File: src/rtl/div_pkg.sv
// Shared definitions for the sequential restoring divider: FSM encodings and
// the iteration-counter width helper.
package div_pkg;

  typedef enum logic [1:0] {
    IDLE = 2'd0,
    RUN  = 2'd1,
    DONE = 2'd2
  } state_t;

  // The counter must hold the operand width itself (it counts w down to 1).
  function automatic int cnt_width(input int w);
    return $clog2(w + 1);
  endfunction

endpackage

File: src/rtl/sub_stage.sv
// Combinational trial subtract for one restoring-division step:
// (b+1)-bit trial value minus the zero-extended divisor, with borrow out.
module sub_stage #(
  parameter int b = 8
) (
  input  logic [b:0]   trial,
  input  logic [b-1:0] dvs,
  output logic [b:0]   diff,
  output logic         borrow
);

  assign {borrow, diff} = {1'b0, trial} - {2'b00, dvs};

endmodule

File: src/rtl/seq_divider.sv
// Sequential unsigned restoring divider, one quotient bit per clock, MSB first.
// Optional DIV_ZERO_DETECT_EN: a zero divisor finishes in one cycle and raises div_zero.
module seq_divider
  import div_pkg::*;
#(
  parameter int b = 8
) (
  input  logic         clk,
  input  logic         rst_n,
  input  logic         start,
  input  logic [b-1:0] x,
  input  logic [b-1:0] y,
  output logic         busy,
  output logic         done,
  output logic [b-1:0] q,
  output logic [b-1:0] r,
  output logic         div_zero
);

  localparam int CW = cnt_width(b);

  state_t        state, state_nx;
  logic [CW-1:0] cnt;
  logic [b-1:0]  qd;
  logic [b-1:0]  rem;
  logic [b-1:0]  dvs;
  logic [b:0]    trial;
  logic [b:0]    diff;
  logic          borrow;
  logic          accept;
  logic          last;
  logic          zero_fast;
  logic          unused_diff_msb;

  assign accept = start && (state != RUN);
  assign last   = (cnt == CW'(1));
  assign trial  = {rem, qd[b-1]};

  sub_stage #(.b(b)) u_sub (
    .trial  (trial),
    .dvs    (dvs),
    .diff   (diff),
    .borrow (borrow)
  );

  // Without a borrow the difference is below the divisor, so its MSB is always zero.
  assign unused_diff_msb = diff[b];

`ifdef DIV_ZERO_DETECT_EN
  logic dz;

  assign zero_fast = (y == '0);
  assign div_zero  = dz;

  always_ff @(posedge clk or negedge rst_n) begin
    if (!rst_n) begin
      dz <= 1'b0;
    end else if (accept) begin
      dz <= zero_fast;
    end
  end
`else
  assign zero_fast = 1'b0;
  assign div_zero  = 1'b0;
`endif

  always_ff @(posedge clk or negedge rst_n) begin
    if (!rst_n) begin
      state <= IDLE;
    end else begin
      state <= state_nx;
    end
  end

  always_comb begin
    state_nx = state;
    case (state)
      IDLE:    if (accept) state_nx = zero_fast ? DONE : RUN;
      RUN:     if (last) state_nx = DONE;
      DONE:    if (accept) state_nx = zero_fast ? DONE : RUN;
               else state_nx = IDLE;
      default: state_nx = IDLE;
    endcase
  end

  always_comb begin
    busy = (state == RUN);
    done = (state == DONE);
  end

  // qd starts as the dividend and shifts quotient bits in at the LSB as dividend bits leave the MSB.
  always_ff @(posedge clk or negedge rst_n) begin
    if (!rst_n) begin
      qd  <= '0;
      rem <= '0;
      dvs <= '0;
      cnt <= '0;
    end else if (accept) begin
      dvs <= y;
      cnt <= CW'(b);
      if (zero_fast) begin
        qd  <= '1;
        rem <= x;
      end else begin
        qd  <= x;
        rem <= '0;
      end
    end else if (state == RUN) begin
      rem <= borrow ? trial[b-1:0] : diff[b-1:0];
      qd  <= {qd[b-2:0], ~borrow};
      cnt <= cnt - CW'(1);
    end
  end

  assign q = qd;
  assign r = rem;

endmodule
File: config.mk
export PLATFORM = sky130hd
export DESIGN_NAME = seq_divider
export DESIGN_NICKNAME = d
export VERILOG_FILES = /design/src/rtl/div_pkg.sv /design/src/rtl/sub_stage.sv /design/src/rtl/seq_divider.sv
export SDC_FILE = /design/constraint.sdc
export NUM_CORES = 1
export LEC_CHECK = 0
export ABC_AREA = 1
export CAP_MARGIN = 20
export CORE_MARGIN = 2
export CORE_UTILIZATION = 55
export CTS_BUF_LIST = sky130_fd_sc_hd__clkbuf_8
export CTS_CLUSTER_SIZE = 24
export DETAILED_ROUTE_END_ITERATION = 12
export PLACE_DENSITY = 0.86
export REMOVE_ABC_BUFFERS = 1
export SKIP_LAST_GASP = 1
export SLEW_MARGIN = 20
export SYNTH_ARGS = -nofsm -noshare
export SYNTH_HDL_FRONTEND = slang
export SYNTH_SLANG_ARGS = --single-unit
File: constraint.sdc
create_clock -name clk -period 3.8 [get_ports clk]
set_input_delay 0.76 -clock clk [delete_from_list [all_inputs] [get_ports clk]]
set_output_delay 0.76 -clock clk [all_outputs]
set_load 0.05 [all_outputs]
* Word level (Yosys, flattened, before mapping)
Index checks and enable logic that the tools add are counted.
Cells by class: bitwise logic cells 1, reductions and logical operators 4, add/subtract/negate cells 2, equality and inequality tests 6, multiplexer cells 11
Operators with widths (count):
- 8-bit 2-to-1 mux | 5
- 9-bit by 8-bit subtractor with 10-bit output | 1
- 4-bit 2-to-1 mux | 2
- 2-bit one-hot mux with 3 select lines | 1
- 4-bit by 1-bit equality test with 1-bit output, second input constant | 1
- 2-bit 2-to-1 mux | 2
- 2-bit by 1-bit != test with 1-bit output, second input constant | 2
- 4-bit by 1-bit subtractor with 4-bit output, second input constant | 1
- 2-bit by 1-bit equality test with 1-bit output, second input constant | 1
- 2-bit equality test, second input constant | 1
- 2-bit zero test | 1
- 2-bit != test, second input constant | 1
- 2-bit AND reduction | 1
- 2-bit nonzero test | 1
- 1-bit logical AND | 1
- 1-bit 2-to-1 mux | 1
- 1-bit NOT | 1
Storage, ports and cells: register bits 30, logic and storage cells 29, input bits 19

* Logic depth before layout (Yosys ltp)
Gate-level depths: netlist of the first run.
depth in word-level cells 4, mapped depth 13, gate-level depth less buffers 12

* By module
Synthesis of the first run repeated with hierarchy kept, for this count alone.
Second synthesis, totals: cells, all modules 258, area total of the unflattened synthesis 1873.0 sq um
By module, submodules not included:
- seq_divider | cells an instance 161, instances 1, area each 1375.1 sq um
- sub_stage | cells an instance 97, instances 1, area each 498.0 sq um

* Least setup slack after synthesis of the first run
Ideal clock, no wire load.
path type register to register, start register rem[3] (netlist: r[3]), end register rem[6] (netlist: r[6]), setup time 0.118 ns, setup slack 1.888 ns, buffers on the path 1, arrival 1.794 ns, stages on the path, launching flop included 13, data required time 3.682 ns, cell sequence dfrtp_1 -> ha_1 -> nand2_1 -> inv_1 -> nand2_1 -> nand2_1 -> nand2_1 -> nand3_2 -> buf_6 -> nand2_1 -> nand2_1 -> nand2_1 -> nand2_1
On the way: cells in the longest elaborated chain, start to end 4
Ends and longest elaborated chain:
- from (decl) | line seq_divider.sv:25 | logic [b-1:0] rem;
- from (signal assigned) | line seq_divider.sv:109 | rem <= borrow ? trial[b-1:0] : diff[b-1:0];
- 9-bit by 8-bit subtractor with 10-bit output | line sub_stage.sv:12 | assign {borrow, diff} = {1'b0, trial} - {2'b00, dvs};
- 8-bit 2-to-1 mux | line seq_divider.sv:109
- 8-bit 2-to-1 mux | line seq_divider.sv:108 | end else if (state == RUN) begin
- 8-bit 2-to-1 mux | line seq_divider.sv:98 | end else if (accept) begin
No other way between the ends. The select of a mux whose other input is x is not followed. A chain may end at the register's enable or synchronous reset.

* Worst setup path in the final report of the first run
start register state[1], end output busy
On the way: cells in the longest elaborated chain, start to end 1
Ends and longest elaborated chain:
- from (decl) | line seq_divider.sv:22 | state_t state, state_nx;
- from (signal assigned) | line seq_divider.sv:71 | state <= state_nx;
- 2-bit by 1-bit equality test with 1-bit output | line seq_divider.sv:87 | busy = (state == RUN);
- to (decl) | line seq_divider.sv:13 | output logic busy,
No other way between the ends.

==> results of run 1 <==
==> final timing paths <==
check | startpoint | end | slack [ps]
max in group asynchronous | rst_n | state[0] | 2640
worst min-delay path | cnt[3] | cnt[3] | 490
worst min register to register | cnt[3] | cnt[3] | 490
worst max-delay path | state[1] | busy | 1010
worst max register to register | r[3] | r[6] | 1840
min in group asynchronous | rst_n | dvs[2] | 870
==> kinds of logic after synthesis <==
kind of cell    Yosys count  share of synthesized area [%]
compound gates           29                           10.4
xor+xnor                  3                           1.50
fa+ha+maj                11                           8.29
buf+inv                  40                           9.50
flops                    30                           42.9
other cells               1                          0.214
simple gates            114                           27.3
==> Yosys cell counts, drive strengths merged <==
cell	instances
a21oi	4
nand2	80
xor2	1
o221ai	1
nand3	16
dfrtp	30
xnor2	2
o21ai	16
buf	6
o211ai	5
nand4	3
conb	1
inv	34
a31oi	1
o22ai	1
fa	1
a22oi	1
or2	2
nor2	13
ha	10
==> per-stage QoR <==
step	area [um2]	setup WS [ps]	std cells	hold slack [ps]
6_report	2230	1010	312	494
3_3_place_gp	2140	1320	304	474
2_1_floorplan	1710	1900	222	453
5_1_grt	2230	896	312	523
3_5_place_dp	2140	1310	304	485
4_1_cts	2230	991	312	500
==> registers in the layout, summed over array words and instances (netlist names) <==
register  flops
dvs           8
q             8
r             8
cnt           4
state         2
==> metal layers <==
| metal | track usage [%] | vias to the layer above | share of wire (%) |
|---|---|---|---|
| met2 | 37.6 | 60 | 47 |
| met5 | 0 | - | 0 |
| met4 | 7.76 | 0 | 1.0 |
| li1 | - | 796 | - |
| met3 | 7.89 | 5 | 8.7 |
| met1 | 30.4 | 726 | 43 |
==> cell type report <==
| class | count | area, um2 | area share [%] |
|---|---|---|---|
| clock inverter | 2 | 8.76 | 0.392 |
| multi-input combinational | 158 | 835 | 37.3 |
| inverter | 34 | 128 | 5.71 |
| timing repair buffer | 38 | 375 | 16.8 |
| clock buffer | 6 | 82.6 | 3.70 |
| tap | 44 | 55.1 | 2.46 |
| sequential | 30 | 751 | 33.6 |
==> critical path, stage by stage (launching register included) <==
cell	delay (ps)
dfrtp_1	360
inv_1	60
nand2_1	150
inv_2	300
clkdlybuf4s50_1	870
==> impl_metrics.ini, run 1 <==
[yosys]
yosysTopAreaCellShare_pct = 42.9
synth_seq_cells = 30
synthTopCellsByArea = dfrtp_1 (43%), nand2_1 (17%), ha_1 (7.1%)
syn_avg_cell_area_um2 = 7.68
yosysWarnings = 0
ys_seq_area_share_pct = 42.9
synth_cell_types = 30
synthCells = 228
synth.cell_area_um2 = 1750
yosys.area.top_type = dfrtp_1

[setup_path]
crit_fanout = 19
reg2reg_depth = 11
critPathKind = register to output port
cp-start-kind = register
crit_arrival_ps = 2030
required_ps = 3040
end_kind = output port

[sta]
rsz0062_at_grt = no
hold_violations = 0
timing.final.crit_share_pct = 73.5
fin_crit_ps = 2790
slew_headroom_pct = 55.6
setup_tns_ps = 0
tightestPinTransition_ps = 666
setup_violations = 0
max_freq_mhz = 358
slew_viol_final = 0
clock-skew-final_ps = 3.68

[clock_network]
clk_latency_ps = 290
clk_pin_slew_ps = 60
cts_repair_resize_count = 0
cts_buffers = 5
htreeDepth = 2
post-cts-setup-buffer-count = 0
cts-root-buf = clkbuf_8
cts_tree = yes
cts_buffer_depth = 2
cts_hold_buf = 0
cts.sink_count = 30

[route]
antenna_left = 0
wirelength_um = 3780
detail_route.wl_per_cell_um = 12.1
routed-via-count = 1587
via_per_inst = 5.09
drt_iter0_markers = 84
drtPass1Iterations = 4
drc = 0

[global_routing]
grt_start_max_net_pins = 31
grt_pass1_wl_um = 6350
grt_use_total_pct = 23.5
antenna_found_initial = 0
gr-total-overflow = 0
grt_pass1_vias = 1446

[floorplanning]
die_x_um = 60.4
initial_core_util_pct = 57.4
fp-row-count = 20
design.core.area_um2 = 3050
die_h_um = 60.4
die_area_um2 = 3650
ios = 38

[place]
place.gp.congestion = 0.810
io_buffer_count = 36
dp_hpwl_um = 2660

[final_layout]
layout_common_cells = nand2_1 (79), clkdlybuf4s50_1 (36), inv_1 (34)
final_common_cell = nand2_1
syn_to_final_growth_pct = 27.6
antenna-diode-count = 0
finish.utilization_pct = 73.2
drive_gt1_share_pct = 6.72
fill_cells = 239
num-nets-final = 297

[hold_path]
hold_class = register to register
hold_depth = 1

[job]
drv_cap = 0

[status]
outcome = completed
Power of run 1 is not shown: default switching activity piles up to over one toggle a cycle in this logic, so the estimate is an artifact.
==> inputs of run 2 (changes only) <==
Settings changed: CORE_UTILIZATION 55 to 52, PLACE_DENSITY 0.86 to 0.82.
Clock period 3.8 ns to 2.8 ns, I/O delays scaled along.
==> run 2 against run 1 <==
Core utilization shrank 5.1 points. First-iteration DRC count fell by 20%. Non-clock buffer count stayed put. Critical endpoint unchanged. Largest cell class unchanged.
==> impl_metrics.ini, run 2 (synthesis gave the netlist of run 1 again) <==
[final_layout]
fill_cells = 274
layout_common_cells = nand2_1 (79), clkdlybuf4s50_1 (36), inv_1 (34)
finish.utilization_pct = 68.1
antenna-diode-count = 0
drive_gt1_share_pct = 6.72
syn_to_final_growth_pct = 27.7
final_common_cell = nand2_1
final_cell_area_um2 = 2240
num-nets-final = 297

[floorplanning]
initial_core_util_pct = 53.3
die_h_um = 62.0
die_area_um2 = 3850
ios = 38
die_x_um = 62.0
design.core.area_um2 = 3280
fp-row-count = 21

[status]
outcome = completed

[setup_path]
crit_fanout = 19
cp-start-kind = register
end_kind = output port
critPathKind = register to output port
crit_arrival_ps = 2040
required_ps = 2240

[sta]
fin_crit_ps = 2600
setup_violations = 0
tightestPinTransition_ps = 816
clock-skew-final_ps = 3.75
slew_headroom_pct = 45.4
setup_ws_ps = 203
max_freq_mhz = 385
timing.final.crit_share_pct = 92.8
hold_violations = 0
slew_viol_final = 0
setup_tns_ps = 0
rsz0062_at_grt = no

[job]
drv_cap = 0

[global_routing]
grt_start_max_net_pins = 31
grt_use_total_pct = 22.9
grt_pass1_vias = 1447
met3_usage_pct = 6.63
use_met2_pct = 39.1
grt_pass1_wl_um = 6310
gr-total-overflow = 0
antenna_found_initial = 0
grt_use_met1_pct = 27.9
grt-busiest-layer = met2

[place]
dp_hpwl_um = 2770
place.gp.congestion = 0.867
dp_slack_ps = 501
io_buffer_count = 36
place_area_um2 = 2150

[route]
drc = 0
detail_route.wl_per_cell_um = 12.0
wirelength_um = 3780
via_per_inst = 4.97
antenna_left = 0
drt_iter0_markers = 67
drtPass1Iterations = 4
routed-via-count = 1562

[clock_network]
cts.sink_count = 30
cts_buffers = 5
cts_tree = yes
cts-root-buf = clkbuf_8
htreeDepth = 2
clk_latency_ps = 290
cts_repair_resize_count = 0
cts_hold_buf = 0
clk_pin_slew_ps = 60
cts_buffer_depth = 2
post-cts-setup-buffer-count = 0

[hold_path]
hold_class = register to register
## run 2: layout make-up
cell class / count / area [um2] / share of cell area [%]
Multi-Input combinational cell: 158 / 835 / 37.3
Sequential cell: 30 / 751 / 33.6
Timing Repair Buffer: 38 / 375 / 16.8
Inverter: 34 / 128 / 5.70
Clock buffer: 6 / 82.6 / 3.69
Tap cell: 46 / 57.6 / 2.57
Clock inverter: 2 / 8.76 / 0.391
## run 2: path summary, 6_finish.rpt
path | start | endpoint | slack, ps | depth (start not counted)
min reg2reg | dvs[0] | dvs[0] | 490 | 2
max | state[1] | busy | 200 | 4
max in group asynchronous | rst_n | q[0] | 1870 | 2
min in group asynchronous | rst_n | dvs[2] | 660 | 2
max reg2reg | state[0] | q[1] | 680 | 5
min | dvs[0] | dvs[0] | 490 | 2
## run 2: layer usage
metal / wire length [um] / share of wire (%)
met5: 0 / 0
met4: 57 / 1.5
met3: 204 / 5.4
met2: 1850 / 49
met1: 1670 / 44
## run 2: stage by stage
stage          instances  hold slack, ps
5_1_grt              314             521
4_1_cts              314             492
2_1_floorplan        222             264
3_5_place_dp         306             477
3_3_place_gp         306             472
6_report             314             493
## run 2: worst max-delay path: stages (launching register included)
cell and delay, ps:
dfrtp_1 360, inv_1 70, nand2_1 150, inv_2 300
clkdlybuf4s50_1 870
Power of run 2 is left out for the same reason.
==> inputs of run 3 (changes only) <==
Settings changed: CORE_MARGIN 2 to unset.
Clock period 2.8 ns to 2.89 ns, I/O delays scaled along.
==> run 3 against run 2 <==
Register-to-register slack gained 210 ps. Critical path depth did not move. Critical path type unchanged. Cell count is 0.64% lower. Worst setup slack better by 57 ps.
==> impl_metrics.ini, run 3 (synthesis gave the netlist of run 1 again) <==
[floorplanning]
die_area_um2 = 3600
initial_core_util_pct = 56.0
die_h_um = 60.0
ios = 38
die_x_um = 60.0
design.core.area_um2 = 3130
fp-row-count = 20

[hold_path]
hold_depth = 2
hold_class = register to register

[sta]
timing.final.crit_share_pct = 91.0
setup_tns_ps = 0
setup_violations = 0
fin_crit_ps = 2630
slew_viol_final = 0
whs_ps = 492
setup_ws_ps = 260
rsz0062_at_grt = no
max_freq_mhz = 380
clock-skew-final_ps = 4.97
tightestPinTransition_ps = 706
slew_headroom_pct = 52.9
hold_violations = 0

[place]
dp_slack_ps = 588
dp_hpwl_um = 2730
place_inst = 304
place.gp.congestion = 0.823
io_buffer_count = 36

[final_layout]
layout_common_cells = nand2_1 (79), clkdlybuf4s50_1 (36), inv_1 (34)
final_common_cell = nand2_1
fill_cells = 259
antenna-diode-count = 0
stdcell_count = 312
drive_gt1_share_pct = 6.72
num-nets-final = 297
syn_to_final_growth_pct = 27.6

[setup_path]
critPathKind = register to output port
crit_arrival_ps = 2050
required_ps = 2310
crit_slowest_cell = clkdlybuf4s50_1
max_stage_delay_ps = 880
cp_num_buf_inv = 3
cp_top_family = buffers and inverters
cp_num_cells = 4
cp-start-kind = register
cp_cell_sequence = inv_1 -> nand2_1 -> inv_2 -> clkdlybuf4s50_1
reg2reg_depth = 11
crit_fanout = 19
end_kind = output port

[clock_network]
clk_pin_slew_ps = 70
clk_latency_ps = 280
cts_tree = yes
cts_hold_buf = 0
post-cts-setup-buffer-count = 0
htreeDepth = 2
cts_repair_resize_count = 0
cts_buffer_depth = 2
cts.sink_count = 30
cts_buffers = 5
cts-root-buf = clkbuf_8

[route]
routed-via-count = 1594
wirelength_um = 3880
via_per_inst = 5.11
drc = 0
drt_iter0_markers = 43
detail_route.wl_per_cell_um = 12.4
drtPass1Iterations = 4
antenna_left = 0

[global_routing]
gr-total-overflow = 0
grt_start_max_net_pins = 31
grt_use_total_pct = 24.4
met3_usage_pct = 5.63
antenna_found_initial = 0
grt_pass1_vias = 1504
grt-busiest-layer = met2
grt_pass1_wl_um = 6470
grt_use_met1_pct = 30.0
use_met2_pct = 42.2

[job]
drv_cap = 0

[status]
outcome = completed
[run 3: cell counts in the layout (fill, tap and decap cells not counted)]
No cell type changed its count.
[run 3: per-stage QoR]
| step | utilization, % | area (um2) |
|---|---|---|
| final | 71.4 | 2230 |
| after global routing | 71.4 | 2230 |
| after CTS | 71.4 | 2230 |
| after detailed placement | 68.5 | 2140 |
| after global placement | 68.5 | 2140 |
| after floorplan | - | 1710 |
[run 3: final timing paths]
check / from / to / slack [ps]
min: dvs[0] / dvs[0] / 490
min reg2reg: dvs[0] / dvs[0] / 490
max in group asynchronous: rst_n / cnt[0] / 1930
max reg2reg: r[2] / r[6] / 890
max: state[1] / busy / 260
min in group asynchronous: rst_n / r[7] / 690
[run 3: worst register-to-register path, stage by stage, from the launching register on]
cell and delay [ps]:
dfrtp_1 430, ha_1 370, nand2_1 140, inv_1 80, nand2_1 70, nand2_1 50, nand2_1 130, nand3_2 260
nand2_1 200, nand2_1 70, nand2_1 60, nand2_1 40
[run 3: cell type report]
cell class                 instances  area, um2  area share (%)
inverter                          34        128            5.71
timing repair buffer              38        375            16.8
tap                               44       55.1            2.46
clock inverter                     2       8.76           0.392
multi-input combinational        158        835            37.3
clock buffer                       6       82.6            3.70
sequential                        30        751            33.6
[run 3: routing by layer]
metal,wire length (um),share of wire [%]
met5,0,0
met4,63,1.6
met3,155,4.0
met2,1860,48
met1,1810,47
Power of run 3 is left out for the same reason.
